--- src/rtl/uart_pkg.sv ---
// rtl/uart_pkg.sv - shared register map, status bits and FSM encoding for uart_tx_mmio
package uart_pkg;

  // Word offsets within the register window, decoded on addr[3:2]
  localparam logic [1:0] OFF_TXDATA  = 2'd0;
  localparam logic [1:0] OFF_STATUS  = 2'd1;
  localparam logic [1:0] OFF_BAUDDIV = 2'd2;

  localparam int ST_FULL  = 0;
  localparam int ST_EMPTY = 1;
  localparam int ST_BUSY  = 2;
  localparam int ST_OVF   = 3;

  typedef enum logic [1:0] {
    IDLE  = 2'd0,
    START = 2'd1,
    DATA  = 2'd2,
    STOP  = 2'd3
  } tx_state_e;

endpackage

--- src/rtl/sync_fifo.sv ---
// rtl/sync_fifo.sv - synchronous FIFO with registered head-of-queue output
module sync_fifo #(
  parameter int WIDTH = 8,
  parameter int DEPTH = 8
) (
  input  logic             clk,
  input  logic             reset,
  input  logic             push,
  input  logic             pop,
  input  logic [WIDTH-1:0] din,
  output logic [WIDTH-1:0] dout,
  output logic             full,
  output logic             empty
);

  localparam int AW = $clog2(DEPTH);

  logic [WIDTH-1:0] mem_q [DEPTH];
  logic [WIDTH-1:0] mem_d [DEPTH];
  logic [AW:0]      wr_ptr_q, wr_ptr_d;
  logic [AW:0]      rd_ptr_q, rd_ptr_d;
  logic [WIDTH-1:0] dout_q, dout_d;
  logic             push_ok, pop_ok;

  assign full    = (wr_ptr_q[AW] != rd_ptr_q[AW]) && (wr_ptr_q[AW-1:0] == rd_ptr_q[AW-1:0]);
  assign empty   = (wr_ptr_q == rd_ptr_q);
  assign push_ok = push && !full;
  assign pop_ok  = pop && !empty;
  assign dout    = dout_q;

  always_comb begin
    mem_d    = mem_q;
    wr_ptr_d = wr_ptr_q;
    rd_ptr_d = rd_ptr_q;
    if (push_ok) begin
      mem_d[wr_ptr_q[AW-1:0]] = din;
      wr_ptr_d = wr_ptr_q + {{AW{1'b0}}, 1'b1};
    end
    if (pop_ok) begin
      rd_ptr_d = rd_ptr_q + {{AW{1'b0}}, 1'b1};
    end
    // Bypass so a byte pushed into an empty slot is visible at the head next cycle
    if (push_ok && (wr_ptr_q == rd_ptr_d)) begin
      dout_d = din;
    end else begin
      dout_d = mem_q[rd_ptr_d[AW-1:0]];
    end
  end

  always_ff @(posedge clk) begin
    mem_q <= mem_d;
    if (reset) begin
      wr_ptr_q <= '0;
      rd_ptr_q <= '0;
      dout_q   <= '0;
    end else begin
      wr_ptr_q <= wr_ptr_d;
      rd_ptr_q <= rd_ptr_d;
      dout_q   <= dout_d;
    end
  end

endmodule

--- src/rtl/uart_tx_mmio.sv ---
// rtl/uart_tx_mmio.sv - memory-mapped 8N1 UART transmitter with TX FIFO
module uart_tx_mmio
  import uart_pkg::*;
#(
  parameter logic [31:0] BASE_ADDR   = 32'h0000_0400,
  parameter int          FIFO_DEPTH  = 8,
  parameter logic [15:0] DEFAULT_DIV = 16'd868
) (
  input  logic        clk,
  input  logic        reset,
  input  logic        MemWrite,
  input  logic [31:0] Mem_WrAddr,
  input  logic [31:0] Mem_WrData,
  output logic [31:0] rdata,
  output logic        sel,
  output logic        tx,
  output logic        irq
);

  tx_state_e   state_q, state_d;
  logic [15:0] div_q, div_d;
  logic [15:0] baud_q, baud_d;
  logic [2:0]  bit_q, bit_d;
  logic [7:0]  shift_q, shift_d;
  logic        tx_q, tx_d;
  logic        ovf_q, ovf_d;

  logic        we, push, pop;
  logic [1:0]  off;
  logic [7:0]  fifo_dout;
  logic        fifo_full, fifo_empty;
  logic        unused_bits;

  assign sel         = (Mem_WrAddr[31:4] == BASE_ADDR[31:4]);
  assign we          = MemWrite && sel;
  assign off         = Mem_WrAddr[3:2];
  assign push        = we && (off == OFF_TXDATA);
  assign pop         = (state_q == IDLE) && !fifo_empty;
  assign tx          = tx_q;
  assign irq         = fifo_empty && (state_q == IDLE);
  assign unused_bits = ^{Mem_WrData[31:16], Mem_WrAddr[1:0]};

  sync_fifo #(.WIDTH(8), .DEPTH(FIFO_DEPTH)) u_fifo (
    .clk   (clk),
    .reset (reset),
    .push  (push),
    .pop   (pop),
    .din   (Mem_WrData[7:0]),
    .dout  (fifo_dout),
    .full  (fifo_full),
    .empty (fifo_empty)
  );

  always_comb begin
    rdata = '0;
    if (sel) begin
      case (off)
        OFF_STATUS: begin
          rdata[ST_FULL]  = fifo_full;
          rdata[ST_EMPTY] = fifo_empty;
          rdata[ST_BUSY]  = (state_q != IDLE);
          rdata[ST_OVF]   = ovf_q;
        end
        OFF_BAUDDIV: rdata = {16'b0, div_q};
        default:     rdata = '0;
      endcase
    end
  end

  always_comb begin
    div_d = div_q;
    ovf_d = ovf_q;
    if (we && (off == OFF_BAUDDIV)) begin
      div_d = (Mem_WrData[15:0] == 16'd0) ? 16'd1 : Mem_WrData[15:0];
    end
    if (we && (off == OFF_STATUS)) begin
      ovf_d = 1'b0;
    end else if (push && fifo_full) begin
      ovf_d = 1'b1;
    end
  end

  always_comb begin
    state_d = state_q;
    baud_d  = baud_q;
    bit_d   = bit_q;
    shift_d = shift_q;
    case (state_q)
      IDLE: begin
        if (!fifo_empty) begin
          shift_d = fifo_dout;
          baud_d  = div_q - 16'd1;
          state_d = START;
        end
      end
      START: begin
        if (baud_q == 16'd0) begin
          baud_d  = div_q - 16'd1;
          bit_d   = 3'd0;
          state_d = DATA;
        end else begin
          baud_d = baud_q - 16'd1;
        end
      end
      DATA: begin
        if (baud_q == 16'd0) begin
          shift_d = {1'b0, shift_q[7:1]};
          baud_d  = div_q - 16'd1;
          if (bit_q == 3'd7) begin
            state_d = STOP;
          end else begin
            bit_d = bit_q + 3'd1;
          end
        end else begin
          baud_d = baud_q - 16'd1;
        end
      end
      STOP: begin
        if (baud_q == 16'd0) begin
          state_d = IDLE;
        end else begin
          baud_d = baud_q - 16'd1;
        end
      end
      default: state_d = IDLE;
    endcase
    // tx is registered from the present state, so the line lags the FSM by one cycle
    case (state_q)
      START:   tx_d = 1'b0;
      DATA:    tx_d = shift_q[0];
      default: tx_d = 1'b1;
    endcase
  end

  always_ff @(posedge clk) begin
    if (reset) begin
      state_q <= IDLE;
      div_q   <= DEFAULT_DIV;
      baud_q  <= '0;
      bit_q   <= '0;
      shift_q <= '0;
      tx_q    <= 1'b1;
      ovf_q   <= 1'b0;
    end else begin
      state_q <= state_d;
      div_q   <= div_d;
      baud_q  <= baud_d;
      bit_q   <= bit_d;
      shift_q <= shift_d;
      tx_q    <= tx_d;
      ovf_q   <= ovf_d;
    end
  end

endmodule

--- config.mk ---
export PLATFORM = sky130hd
export DESIGN_NAME = uart_tx_mmio
export DESIGN_NICKNAME = d
export VERILOG_FILES = /design/src/rtl/uart_pkg.sv /design/src/rtl/sync_fifo.sv /design/src/rtl/uart_tx_mmio.sv
export SDC_FILE = /design/constraint.sdc
export NUM_CORES = 1
export LEC_CHECK = 0
export ABC_AREA = 1
export ABC_CLOCK_PERIOD_IN_PS = 4600
export BUFFER_PORTS_ARGS = -buffer_cell sky130_fd_sc_hd__buf_4
export CAP_MARGIN = 20
export CELL_PAD_IN_SITES_DETAIL_PLACEMENT = 0
export CELL_PAD_IN_SITES_GLOBAL_PLACEMENT = 2
export CORE_MARGIN = 3
export CORE_UTILIZATION = 36
export DETAILED_ROUTE_END_ITERATION = 10
export GPL_TIMING_DRIVEN = 0
export PLACE_DENSITY_LB_ADDON = 0.1
export SLEW_MARGIN = 40
export SYNTH_ARGS = -nofsm -noshare
export SYNTH_HDL_FRONTEND = slang
export SYNTH_SLANG_ARGS = --single-unit
--- constraint.sdc ---
create_clock -name clk -period 4.6 [get_ports clk]
set_clock_uncertainty 0.1 [all_clocks]
set_input_delay 0 -clock clk [delete_from_list [all_inputs] [get_ports clk]]
set_output_delay 0 -clock clk [all_outputs]
set_load 0.005 [all_outputs]
==> reports/results.tsv <==
metric	value	unit
crit_fanout	3	
fin_nets	1047	
syn-instance-count	841	
cts_sinks	127	
io_buffers	66	
period_minus_slack	3.112	ns
drive_above_1_share	0.1626	
rsz0062_at_grt	false	
ys_seq_area_frac	0.4710	
start_util	0.3711	
antenna_cells	0	
cts_resized	0	
max-cap-violations	0	
drc	0	
cts-root-buf	clkbuf_16	
synth.mux.area_fraction	0	
synth_top_family_by_area	simple AND/OR/NAND/NOR gates	
final_cell_mix	nand2_1 (180), nor2_1 (101), buf_4 (83)	
leakagePower	0.003544	µW
finalHoldViolations	0	
yosysUniqueCellTypes	43	
slowest_delay	0.58	ns
cp.required	4.85	ns
core.rowCount	49	
tightestPinTransition	0.7526	ns
clkTransAtPathRegs	0.06	ns
slew_violations	0	
cp_slowest_cell	dlygate4sd3_1	
routabilityCongestion	0.8000	
antenna_found_initial	0	
regToRegSetupSlack	1.96	ns
finalPower	5301	µW
yosys_warnings	0	
cts_buffers	17	
cp-end-kind	flop	
first_global_vias	5896	
path_class	input port to flop	
first_pass_iters	7	
fin_crit_sh	0.6765	
worstPathCellList	dlygate4sd3_1, buf_4, nor2_1, dlygate4sd3_1, nand4_1, dlygate4sd3_1, nor2_1, dlygate4sd3_1, nand4_1, nor2_1, nand2_1, nor2_1, nor2_1, nor2_1	
grt_max_degree	17	
ant_nets	0	
layout_commonest_cell	nand2_1	
syn_to_final_growth	24.92	%
startpoint_type	input port	
outcome	complete, no violations	
synth_fa_ha_area_frac	0.02777	
overflow	0	
vias	6013	
grt.total_usage	0.1958	
place_hpwl	14.18	mm
via_per_inst	4.982	
die_y	143.0	µm
htree_num_levels	4	
synth_compound_area_frac	0.1074	
synth_xor_area_frac	0.02851	
netlist_area	0.006758	mm²
grt_pass1_wl	30.97	mm
powerDensity	627.9	mW/mm²
drt_iter0_markers	355	
crit_top_cell	nor2_1	
synth_seq_cells	127	
timing.fmax	321.3	MHz
post_cts_buffers	0	
core	0.01821	mm²
finalSetupTns	0	ns
clock_latency	0.42	ns
cts_max_path_buffers	2	
crit_arrival	3.36	ns
worst_hold_path_type	input port to flop	
avgRoutedWirePerCell	15.86	µm
dieArea	0.02045	mm²
maxSlewHeadroom	0.4983	
ios	102	
die_x	143.0	µm
setup_viol	0	
syn_avg_cell_area	8.035	µm²
ir_drop	0.2851	mV
cts_tree	built	
synthSimpleGateAreaFrac	0.2751	
finalWirelength	19.14	mm
## final timing paths
path / from / endpoint / cells after the start
worst max register to register: u_fifo.wr_ptr_q[2] / u_fifo.mem_q[63] / 8
worst min-delay path: Mem_WrAddr[23] / div_q[10] / 7
worst max-delay path: Mem_WrAddr[22] / u_fifo.dout[7] / 14
worst min register to register: shift_q[3] / shift_q[3] / 2
## kinds of logic after synthesis
group           after synthesis
simple gates                416
compound gates              131
buf+inv                     129
flops                       127
xor+xnor                     22
fa+ha+maj                    15
other cells                   1
## critical path: cells and delay by family
kind | cells | cell delay, ns
buf+inv | 5 | 2.35
simple gates | 9 | 1.02
## cell usage after synthesis (all sizes together)
master | n | area (µm²)
a211oi | 7 | 52.55
o21ai | 52 | 275.3
xnor2 | 5 | 43.79
edfxtp | 64 | 1922
nor2 | 108 | 440.4
clkbuf | 12 | 45.04
nor3 | 24 | 120.1
a31oi | 3 | 18.77
conb | 1 | 3.750
and2 | 3 | 18.77
a22oi | 1 | 7.510
nand2 | 189 | 775.7
o22ai | 3 | 18.77
nor4 | 4 | 25.02
nand3 | 73 | 375.4
nand3b | 2 | 15.01
nor3b | 1 | 7.510
o211a | 1 | 10.01
buf | 30 | 234.0
dfxtp | 63 | 1261
ha | 15 | 187.7
nand4 | 12 | 81.33
inv | 86 | 322.8
o211ai | 7 | 52.55
o31ai | 2 | 15.01
a21oi | 55 | 275.3
clkinv | 1 | 3.750
xor2 | 17 | 148.9
## repair_timing
item                                   CTS  global route
setup endpoints to repair                0             0
hold buffers                            24             0
endpoints found under the hold margin   94             0
## power breakdown
group          internal [µW]  total, µW  switching [µW]  leakage (µW)
Clock                    792       1300             509      0.000271
Combinational            856       2550            1690       0.00218
Sequential              1340       1450             111       0.00109
Total                   2990       5300            2310       0.00354
## final cells by class
type	count	area (µm²)
Fill cell	1788	9767
Clock inverter	15	147.6
Clock buffer	17	425.4
Tap cell	229	286.5
Inverter	87	326.6
Timing Repair Buffer	90	735.7
Sequential cell	127	3183
Buffer	42	279.0
Multi-Input combinational cell	600	3058
## registers in the layout (all words and copies together) (netlist names)
signal           flops
baud_q              16
bit_q                3
div_q               16
ovf_q                1
shift_q              8
state_q              2
tx                   1
u_fifo.dout          8
u_fifo.mem_q        64
u_fifo.rd_ptr_q      4
u_fifo.wr_ptr_q      4
## layer usage
layer / part of all wire / vias up / wire length (µm) / global-route usage
met3: 0.041 / 12 / 779 / 0.03483
li1: - / 3026 / - / -
met1: 0.50 / 2843 / 9555 / 0.2846
met4: 0.011 / 0 / 206 / 0.06003
met5: 0 / - / 0 / 0
met2: 0.45 / 132 / 8602 / 0.2975
## per-stage QoR
step	instances	instance area, µm²	hold slack [ns]	util	setup slack [ns]
2_1_floorplan	856	6814	-0.001131	-	2.345
3_3_place_gp	1151	7596	0.1388	0.4172	1.747
3_5_place_dp	1151	7629	0.1422	0.4190	1.980
4_1_cts	1207	8442	0.06778	0.4636	1.490
5_1_grt	1207	8442	0.1353	0.4636	1.244
6_report	1207	8442	0.06421	0.4636	1.488
No activity file was read; power rests on OpenSTA's default activity.
